`src/rtl/interval_timer_if.sv`:
```
// interval_timer_if: control and status bundle between the game-control FSM and the interval timer
interface interval_timer_if #(
    parameter int WIDTH = 16,
    parameter int WRAPW = 8
) ();
    logic             go;
    logic             en;
    logic             hold;
    logic             down;
    logic             reload;
    logic [WIDTH-1:0] limit;
    logic [WIDTH-1:0] count;
    logic             done;
    logic             running;
    logic [WRAPW-1:0] wraps;
    modport master (
        output go, en, hold, down, reload, limit,
        input  count, done, running, wraps
    );
    modport slave (
        input  go, en, hold, down, reload, limit,
        output count, done, running, wraps
    );
endinterface

```
`src/rtl/interval_timer.sv`:
```
// interval_timer: up/down tick counter to a run-time limit, one-shot or auto-reload, with hold and saturating wrap count
module interval_timer #(
    parameter int WIDTH    = 16,
    parameter int MAXCOUNT = 35264,
    parameter int WRAPW    = 8
) (
    input  logic            clk,
    input  logic            resetn,
    interval_timer_if.slave bus
);
    typedef enum logic [1:0] {IDLE, COUNT, HOLD, DONE} state_t;
    state_t           state, state_n;
    logic [WIDTH-1:0] cnt, cnt_n, lim, lim_n, lim_in, start, term;
    logic [WRAPW-1:0] wraps, wraps_n;
    logic             dn, dn_n, rl, rl_n, done, done_n, running;
    assign lim_in = bus.limit == '0 ? WIDTH'(MAXCOUNT) : bus.limit;
    assign start  = dn ? lim : '0;
    assign term   = dn ? '0 : lim;
    always_ff @(posedge clk or negedge resetn) begin
        if (!resetn) begin
            state   <= IDLE;
            cnt     <= '0;
            lim     <= WIDTH'(MAXCOUNT);
            wraps   <= '0;
            dn      <= 1'b0;
            rl      <= 1'b0;
            done    <= 1'b0;
            running <= 1'b0;
        end else begin
            state   <= state_n;
            cnt     <= cnt_n;
            lim     <= lim_n;
            wraps   <= wraps_n;
            dn      <= dn_n;
            rl      <= rl_n;
            done    <= done_n;
            running <= state_n == COUNT || state_n == HOLD;
        end
    end
    // go restarts from any state and outranks hold, en and terminal events
    always_comb begin
        state_n = state;
        cnt_n   = cnt;
        lim_n   = lim;
        wraps_n = wraps;
        dn_n    = dn;
        rl_n    = rl;
        done_n  = 1'b0;
        if (bus.go) begin
            state_n = COUNT;
            lim_n   = lim_in;
            dn_n    = bus.down;
            rl_n    = bus.reload;
            cnt_n   = bus.down ? lim_in : '0;
            wraps_n = '0;
        end else begin
            case (state)
                COUNT: begin
                    if (bus.hold) begin
                        state_n = HOLD;
                    end else if (bus.en) begin
                        if (cnt != term) begin
                            cnt_n = dn ? cnt - WIDTH'(1) : cnt + WIDTH'(1);
                        end else begin
                            done_n = 1'b1;
                            if (rl) begin
                                cnt_n   = start;
                                wraps_n = &wraps ? wraps : wraps + WRAPW'(1);
                            end else begin
                                state_n = DONE;
                            end
                        end
                    end
                end
                HOLD:    state_n = bus.hold ? HOLD : COUNT;
                default: state_n = state;
            endcase
        end
    end
    assign bus.count   = cnt;
    assign bus.done    = done;
    assign bus.running = running;
    assign bus.wraps   = wraps;
endmodule

```
`src/flat_wrapper.sv`:
```
// flat-port wrapper written by rule: the top's interface ports become plain ports
module interval_timer_flat 
#(
    parameter int WIDTH    = 16,
    parameter int MAXCOUNT = 35264,
    parameter int WRAPW    = 8
)
  (clk, resetn, bus_go, bus_en, bus_hold, bus_down, bus_reload, bus_limit, bus_count, bus_done, bus_running, bus_wraps);
  interval_timer_if #(.WIDTH(WIDTH), .WRAPW(WRAPW)) bus_i ();
  input  logic clk;
  input  logic resetn;
  input wire logic [$bits(bus_i.go)-1:0] bus_go;
  input wire logic [$bits(bus_i.en)-1:0] bus_en;
  input wire logic [$bits(bus_i.hold)-1:0] bus_hold;
  input wire logic [$bits(bus_i.down)-1:0] bus_down;
  input wire logic [$bits(bus_i.reload)-1:0] bus_reload;
  input wire logic [$bits(bus_i.limit)-1:0] bus_limit;
  output wire logic [$bits(bus_i.count)-1:0] bus_count;
  output wire logic [$bits(bus_i.done)-1:0] bus_done;
  output wire logic [$bits(bus_i.running)-1:0] bus_running;
  output wire logic [$bits(bus_i.wraps)-1:0] bus_wraps;
  assign bus_i.go = bus_go;
  assign bus_i.en = bus_en;
  assign bus_i.hold = bus_hold;
  assign bus_i.down = bus_down;
  assign bus_i.reload = bus_reload;
  assign bus_i.limit = bus_limit;
  assign bus_count = bus_i.count;
  assign bus_done = bus_i.done;
  assign bus_running = bus_i.running;
  assign bus_wraps = bus_i.wraps;
  interval_timer #(.WIDTH(WIDTH), .MAXCOUNT(MAXCOUNT), .WRAPW(WRAPW)) u_core (.clk(clk), .resetn(resetn), .bus(bus_i));
endmodule
```
`config.mk`:
```
export PLATFORM = sky130hd
export DESIGN_NAME = interval_timer_flat
export DESIGN_NICKNAME = d
export VERILOG_FILES = /design/src/rtl/interval_timer_if.sv /design/src/rtl/interval_timer.sv /design/src/flat_wrapper.sv
export SDC_FILE = /design/constraint.sdc
export NUM_CORES = 1
export LEC_CHECK = 0
export BUFFER_PORTS_ARGS = -buffer_cell sky130_fd_sc_hd__buf_2
export CAP_MARGIN = 20
export CORE_UTILIZATION = 29
export CTS_BUF_LIST = sky130_fd_sc_hd__clkbuf_4 sky130_fd_sc_hd__clkbuf_8
export CTS_CLUSTER_SIZE = 12
export DETAILED_ROUTE_END_ITERATION = 12
export SKIP_LAST_GASP = 1
export SYNTH_ARGS = -nofsm -noshare
export SYNTH_HDL_FRONTEND = slang
export SYNTH_SLANG_ARGS = --single-unit
```
`constraint.sdc`:
```
create_clock -name clk -period 5.5 [get_ports clk]
set_input_delay 0.55 -clock clk [delete_from_list [all_inputs] [get_ports clk]]
set_output_delay 0.55 -clock clk [all_outputs]
set_load 0.02 [all_outputs]
```
After elaboration in Yosys (flattened, before gate mapping)
Cells that the tools add are included.
- register bits after elaboration: 46
- input bits: 23
- word-level logic and storage cells: 58
- add/subtract/negate cells: 3
- equal/unequal tests: 8
- mux-type cells: 30
- reductions and logical operators: 9
- operators with widths (cell ; count):
    $mux 16 ; 11
    $mux 8 ; 7
    $add 16x1->16 const B ; 1
    $logic_not 16->1 ; 1
    $ne 16x16->1 ; 1
    $sub 16x1->16 const B ; 1
    $mux 2 ; 6
    $add 8x1->8 const B ; 1
    $reduce_and 8->1 ; 1
    $ne 2x2->1 const B ; 3
    $reduce_and 6->1 ; 1
    $reduce_bool 2->1 ; 3
    $mux 1 ; 5
    $eq 2x1->1 const B ; 2
    $eq 2x2->1 const B ; 2
    $pmux 2 s2 ; 1
    $reduce_and 4->1 ; 1
    $reduce_bool 3->1 ; 1
    $logic_or 1x1->1 ; 1

Logic depth before layout (Yosys ltp)
Gate-level depths: netlist of the first run.
- depth in word-level cells: 9
- gate-level depth with buffers: 10
- mapped depth without buffers: 10

Worst setup path after synthesis of the first run
OpenSTA, ideal clock, no wires.
- kind: register to register
- start point: reg u_core.dn
- end point: reg u_core.cnt[12] (netlist: u_core.bus.count[12])
- library setup time: 0.137 ns
- arrival: 2.544 ns
- required time: 5.363 ns
- path slack: 2.820 ns
- stages on the path, launching flop included: 10
- clock period less this slack: 2.680 ns
- cells stage by stage: dfrtp_1 > ha_1 > nor2b_1 > o31a_1 > o221ai_1 > a21oi_1 > o41ai_1 > xnor2_1 > a222oi_1 > a21oi_1
- longest elaborated chain between the ends: 7
- elaborated cells on any way between the ends: 12
- those cells by class: eq/ne: 1; mux: 9; reduce/logical: 2
- ends and longest elaborated chain (element ; line ; text):
    start, declared ; interval_timer.sv:15 ; logic dn, dn_n, rl, rl_n, done, done_n, running;
    start signal, assigned ; interval_timer.sv:34 ; dn <= dn_n;
    $mux 16, on equally long branches ; interval_timer.sv:18, interval_timer.sv:17 ;
    $ne 16x16->1 or $mux 16 (tied branches) ; interval_timer.sv:62, interval_timer.sv:66 ;
    $mux 16 ; interval_timer.sv:62 ; if (cnt != term) begin
    $mux 16 ; interval_timer.sv:61 ; end else if (bus.en) begin
    $mux 16 ; interval_timer.sv:59 ; if (bus.hold) begin
    $mux 16 ; interval_timer.sv:57 ; case (state)
    $mux 16 ; interval_timer.sv:49 ; if (bus.go) begin
    end signal, assigned ; interval_timer.sv:31 ; cnt <= cnt_n;
    end, declared ; interval_timer.sv:13 ; logic [WIDTH-1:0] cnt, cnt_n, lim, lim_n, lim_in, start, term;
Several ways; a longest one is shown, not always the timed one. The select of a mux whose other input is x is not followed.
A chain may end at the register's enable or synchronous reset.

Final worst setup path of the first run
- start point: reg u_core.dn
- end point: reg u_core.cnt[15] (netlist: u_core.bus.count[15])
Same word-level chain as after synthesis.

==> results.md, run 1 <==
* Outcome: complete, no violations
* Share of layout cells above drive strength 1 at between 20% and 30%
* HP Class: in -> async
* Met2 routed WL at ~4200 um
* RSZ-0062 raised after global routing: no
* CP max-delay cell: dfrtp_1
* Core Area at about 0.011 mm^2
* Cts hold-fix bufs at 0
* CP max stage delay at 1.00 ns
* Fin nets at 442
* Post-CTS setup buffers at 0
* Met1 wire length at 4020 um
* Fraction of registers with async set/reset at between 90% and 100%
* Syn nets at ~400
* Slew @ Worst Pin at 1.05 ns
* Worst Setup Slack, final at roughly 1.9 ns
* Largest net degree at the start of global routing at 47
* Worst vdd ir at 0.000154 V
* Worst slack, placed at around 1.9 ns
* Post-cts gate resize count at 0
* Vias in the first global route at between 2000 and 3000
* Top post-synthesis cells by area: dfrtp_1 (32%), ha_1 (6.6%), nor2_1 (5.4%), xnor2_1 (4.9%), dfstp_2 (4.1%)
* 1st-iter DRT viols at 253
* Cell variety after synth at 64
* Vias per Instance at about 5.4
* Via count at 2926
* Finished Layout Cells at 542
* Total CTS buffers at 5
* Seq/Total Area, Yosys at 35.9%
* Clock buffer depth at 2
* Drt drc at 0
* Critical Path End Type: flip-flop
* All-Layer GR Usage at around 16%
* # IOs at a little under 50
* Period utilisation layout at between 60% and 70%
* Initial antenna violation count at 0
* Flops & latches, synth at 46
* Reg2reg path depth at 8
* Post-Route Setup TNS at 0 ns
* Top sig layer: met4
* Remaining antenna violation count after routing at 0
* Worst Setup Start Kind: flip-flop
* P per Cell Area at ~430 mW/mm^2
* Height of the die at about 110 um
* Initial Utilization at between 20% and 30%
* Final GP Congestion at between 0.8 and 0.9
* Synth top area share at roughly a third
* Max-Cap Viols at 0
* Final setup vio count at 0
* CTS sink cnt at between 40 and 50
* Synthesized netlist cell count at between 300 and 400
* Buffers on Ports at 48
* Clock Pin Slew Worst Setup and Hold Paths at around 0.090 ns
* Routed wire length at between 9000 and 10000 um
* First-pass GRT wire length at between 10000 and 15000 um
* FILL cells at roughly 1200
* Skew final at roughly 0.0085 ns
* Max H-tree Level at 2
* # rows at 38
* Top_reg_cell synth: dfrtp_1
* Pre-antenna DRT Iters at 5
* Critical Path RT at around 5.7 ns
* Min Tclk post-route at 3.65 ns
* Critical Path Fanout Max at 29
* Area delta synth->final at 15.0%
* Number of synthesized flops with an enable pin at 0
* Synth Area per Inst at between 9 and 10 um^2
* Global route total overflow at 0
* WP data arrival at between 3 and 4 ns
* Yosys Warn Count at 0
* Antenna diodes at 0
* Leak Pwr at around 1.6 nW
* Max Freq at roughly 270 MHz
* Synthesized cell area at approximately 0.0032 mm^2
* Die W at about 110 um
* Slew Viols, Final at 0
* Hpwl dp at slightly below 7000 um
* Leading area contributor after synthesis: dfrtp_1
* Clk_lat worst skew at about 0.30 ns
* Met3 wire len at around 710 um
* DP Cell Count at 533
* Clk root buf: clkbuf_8
* Hold Violations, Final at 0
* CTS tree: yes
* Worst-path cell chain: inv_2 > or4_1 > a211oi_2 > and2_1 > a21oi_2 > buf_4 > mux2i_1 > nand3b_1
* DR WL/cell at about 17 um
* Final Util at between 30% and 40%
* Worst slew margin at roughly 30%
* Crit Path Category: reg -> reg
* DIE AREA at 0.0116 mm^2
-- layout by cell type, fill, tap and decap left out, types with 3 or more instances in the layout --
master / instances
xnor2_1: 18
mux2_2: 10
or4_1: 3
mux2_1: 4
a31oi_1: 5
nor2_1: 46
o22ai_1: 5
nand3_1: 7
ha_1: 17
a222oi_1: 7
inv_1: 19
dfrtp_1: 41
o21ai_0: 13
mux2i_1: 4
buf_2: 48
nor4_1: 7
clkbuf_8: 5
nor2b_1: 5
and3_1: 4
o221ai_1: 4
a211oi_1: 4
or3_1: 3
a22oi_1: 4
a21oi_1: 20
dfstp_2: 5
nor3_1: 6
nand2_1: 25
o21a_1: 9
-- metal layers --
| metal | track usage [%] | vias up |
|---|---|---|
| met5 | 0 | - |
| met3 | 3.63 | 9 |
| li1 | - | 1399 |
| met1 | 21.6 | 1419 |
| met4 | 3.33 | 0 |
| met2 | 26.2 | 99 |
-- cells in the mapped netlist, types with 2 or more instances --
| library cell | count |
|---|---|
| o21ai_0 | 13 |
| o211ai_1 | 2 |
| nand2_1 | 25 |
| or4_1 | 3 |
| nor4_1 | 7 |
| buf_2 | 3 |
| or2_2 | 2 |
| clkbuf_1 | 8 |
| nor4b_2 | 2 |
| xor2_1 | 2 |
| a31oi_1 | 5 |
| nand2b_1 | 2 |
| o21bai_1 | 2 |
| nor2b_1 | 5 |
| buf_1 | 2 |
| a21oi_1 | 21 |
| mux2_2 | 10 |
| inv_1 | 19 |
| nor3b_1 | 2 |
| nor2_1 | 46 |
| ha_1 | 17 |
| dfrtp_1 | 41 |
| and2_1 | 2 |
| dfstp_2 | 5 |
| nor4bb_1 | 2 |
| and3_1 | 4 |
| a22oi_1 | 4 |
| o221ai_1 | 4 |
| mux2_1 | 4 |
| a21boi_1 | 2 |
| o21a_1 | 9 |
| o22ai_1 | 5 |
| a222oi_1 | 7 |
| or3_1 | 3 |
| inv_2 | 2 |
| mux2i_1 | 4 |
| nor3_1 | 6 |
| o32a_1 | 2 |
| xnor2_1 | 18 |
| a211oi_1 | 4 |
| nand3_1 | 7 |
| nor4_2 | 2 |
-- power breakdown --
group	leakage [nW]	switching [mW]	internal (mW)
sequential	0.555	0.129	0.417
combinational	0.992	0.468	0.381
clock	0.0486	0.123	0.0950
-- sequential cells by signal (all words and copies together) (netlist names) --
register,flops
u_core.state,2
u_core.lim,16
u_core.bus.done,1
u_core.bus.count,16
u_core.rl,1
u_core.dn,1
u_core.bus.running,1
u_core.bus.wraps,8
-- cells by family after synthesis --
family          Yosys count  synth area share (%)
mux                      18                  6.13
xor+xnor                 20                  5.43
simple gates            126                  20.7
flops                    46                  35.9
compound gates           94                  20.3
fa+ha+maj                18                  7.21
buf+inv                  35                  4.30
-- metrics by stage --
stage	power, mW	hold slack (ns)	area (um^2)
6_report	1.61	0.102	3710
2_1_floorplan	1.16	0.254	3230
3_5_place_dp	1.39	0.521	3600
5_1_grt	1.73	0.104	3710
4_1_cts	1.62	0.474	3690
3_3_place_gp	1.38	0.513	3600
-- area by class of cell --
| type | instances | area, um^2 | area share (%) |
|---|---|---|---|
| Clock inverter | 2 | 13.8 | 0.371 |
| Clock buffer | 6 | 76.3 | 2.06 |
| Tap cell | 140 | 175 | 4.72 |
| Timing Repair Buffer | 51 | 275 | 7.42 |
| Inverter | 21 | 78.8 | 2.12 |
| Sequential cell | 46 | 1160 | 31.2 |
| Multi-Input combinational cell | 276 | 1930 | 52.1 |
-- worst max-delay path: cells and delay by family (launching register included) --
kind / cells / cell delay (ns)
and+or+nand+nor: 3 / 1.23
muxes: 1 / 0.18
DFF: 1 / 1.00
AOI/OAI and AO/OA: 2 / 0.62
buffers and inverters: 2 / 0.48
-- final timing paths --
check / startpoint / end / slack, ns
setup / recovery: u_core.dn$_DFFE_PN0P_ / u_core.bus.count[15]$_DFFE_PN0P_ / 1.85
setup reg to reg: u_core.dn$_DFFE_PN0P_ / u_core.bus.count[15]$_DFFE_PN0P_ / 1.85
hold / removal: resetn / u_core.bus.wraps[6]$_DFFE_PN0P_ / 0.10
max in group asynchronous: resetn / u_core.lim[15]$_DFFE_PN1P_ / 4.86
min in group clk: bus_reload / u_core.rl$_DFFE_PN0P_ / 0.48
hold reg to reg: u_core.lim[6]$_DFFE_PN1P_ / u_core.lim[6]$_DFFE_PN1P_ / 0.54
No activity file was read; power rests on OpenSTA's default activity.
==> run 2: changes to the inputs <==
==> constraint.sdc (replaced) <==
create_clock -name clk -period 3.4 [get_ports clk]
set_input_delay 0.34 -clock clk [delete_from_list [all_inputs] [get_ports clk]]
set_output_delay 0.34 -clock clk [all_outputs]
set_load 0.02 [all_outputs]
==> results.md, run 2 (synthesis gave the netlist of run 1 again) <==
* # rows at 38
* Critical Path End Type: flip-flop
* DR WL/cell at ~16 um
* Height of the die at ~110 um
* Crit-path leading delay family: compound AO/OA/AOI/OAI gates
* Crit Path Category: reg -> reg
* Min Tclk post-route at roughly 3.0 ns
* Post-cts gate resize count at 0
* Most common cell on crit path: a21oi_1
* Finished Layout Cells at between 500 and 600
* Largest net degree at the start of global routing at between 40 and 50
* Vias in the first global route at around 3000
* Post-Route Setup TNS at 0 ns
* Max Freq at around 330 MHz
* Vias per Instance at between 5 and 6
* Post-CTS setup buffers at 0
* Fin nets at 446
* Most frequent cells in the layout: buf_2 (48), nor2_1 (46), dfrtp_1 (41)
* First-pass GRT wire length at ~15000 um
* CP max stage delay at 0.48 ns
* Worst Setup Start Kind: flip-flop
* Global route total overflow at 0
* Critical Path Fanout Max at 17
* DIE AREA at 0.0116 mm^2
* Share of layout cells above drive strength 1 at between 20% and 30%
* Clk_lat worst skew at 0.31 ns
* FILL cells at between 1000 and 1500
* Final GP Congestion at 0.922
* DP Cell Count at ~540
* Area delta synth->final at 16.0%
* Initial Utilization at 29.8%
* # IOs at 49
* Buffers on Ports at between 40 and 50
* HP Class: in -> reg
* Core Area at approximately 0.011 mm^2
* Skew final at slightly above 0.01 ns
* Drt drc at 0
* Via count at roughly 3000
* P per Cell Area at around 700 mW/mm^2
* Routed wire length at between 8000 and 9000 um
* Final setup vio count at 0
* Worst vdd ir at between 0.0002 and 0.0003 V
* Remaining antenna violation count after routing at 0
* Worst-path cell chain: buf_4 > ha_1 > or3_1 > o221ai_1 > a21oi_1 > o41ai_1 > xnor2_1 > a222oi_1 > a21oi_1
* CTS sink cnt at 46
* Area of the multi-input gates at 0.00193 mm^2
* Clock buffer depth at 2
* Cts hold-fix bufs at 0
* Slew Viols, Final at 0
* Max-Cap Viols at 0
* Hold Violations, Final at 0
* Clk root buf: clkbuf_8
* Slew @ Worst Pin at between 1 and 1.5 ns
* Hpwl dp at slightly below 7000 um
* CTS tree: yes
* All-Layer GR Usage at between 10% and 20%
* Total CTS buffers at 5
* Critical Path RT at roughly 3.6 ns
* Final Util at roughly a third
* Die W at roughly 110 um
* Clock Pin Slew Worst Setup and Hold Paths at roughly 0.090 ns
* Period utilisation layout at between 80% and 90%
* Initial antenna violation count at 0
* Overall power at between 2 and 3 mW
* Pre-antenna DRT Iters at 6
* 1st-iter DRT viols at slightly below 200
* RSZ-0062 raised after global routing: no
* Worst slew margin at between 20% and 30%
* Hold WS at roughly 0.27 ns
* Antenna diodes at 0
* Outcome: complete, no violations
* CP max-delay cell: o41ai_1
* Max H-tree Level at 2
* Reg2reg setup slack at between 0.4 and 0.5 ns
* WP buf/inv at 1
* WP data arrival at between 3 and 4 ns
* Leak Pwr at 1.61 nW
* Sequential cell area at 0.00116 mm^2
* Commonest non-fill, non-tap cell in the layout: buf_2
run 2: layout make-up:
type | count | area share (%)
multi-input combinational | 276 | 51.7
timing repair buffer | 55 | 8.22
inverter | 21 | 2.11
clock buffer | 5 | 1.84
sequential | 46 | 30.9
tap | 140 | 4.68
clock inverter | 3 | 0.568
run 2: path summary, 6_finish.rpt:
path / from / end / cells past startpoint
max in group asynchronous: resetn / u_core.lim[7]$_DFFE_PN1P_ / 3
min in group asynchronous: resetn / u_core.bus.wraps[4]$_DFFE_PN0P_ / 2
max reg2reg: u_core.dn$_DFFE_PN0P_ / u_core.bus.count[12]$_DFFE_PN0P_ / 9
max: u_core.dn$_DFFE_PN0P_ / u_core.bus.count[12]$_DFFE_PN0P_ / 9
min: bus_reload / u_core.rl$_DFFE_PN0P_ / 2
min reg2reg: u_core.lim[15]$_DFFE_PN1P_ / u_core.lim[15]$_DFFE_PN1P_ / 2
run 2: where the power goes:
group / switching (mW) / internal, mW / leakage, nW
logic: 0.770 / 0.622 / 1.01
clock network: 0.206 / 0.145 / 0.0441
registers: 0.200 / 0.675 / 0.555
run 2: stage by stage:
| step | worst slack [ns] | area (um^2) |
|---|---|---|
| 2_1_floorplan | 0.720 | 3230 |
| 3_3_place_gp | 0.521 | 3620 |
| 3_5_place_dp | 0.446 | 3620 |
| 4_1_cts | 0.433 | 3710 |
| 5_1_grt | 0.268 | 3740 |
| 6_report | 0.405 | 3740 |
run 2: per-layer routing:
layer	global-route usage (%)	wire length [um]
met1	21.9	4030
met2	27.1	4070
met3	3.39	750
met4	4.31	124
met5	0	0
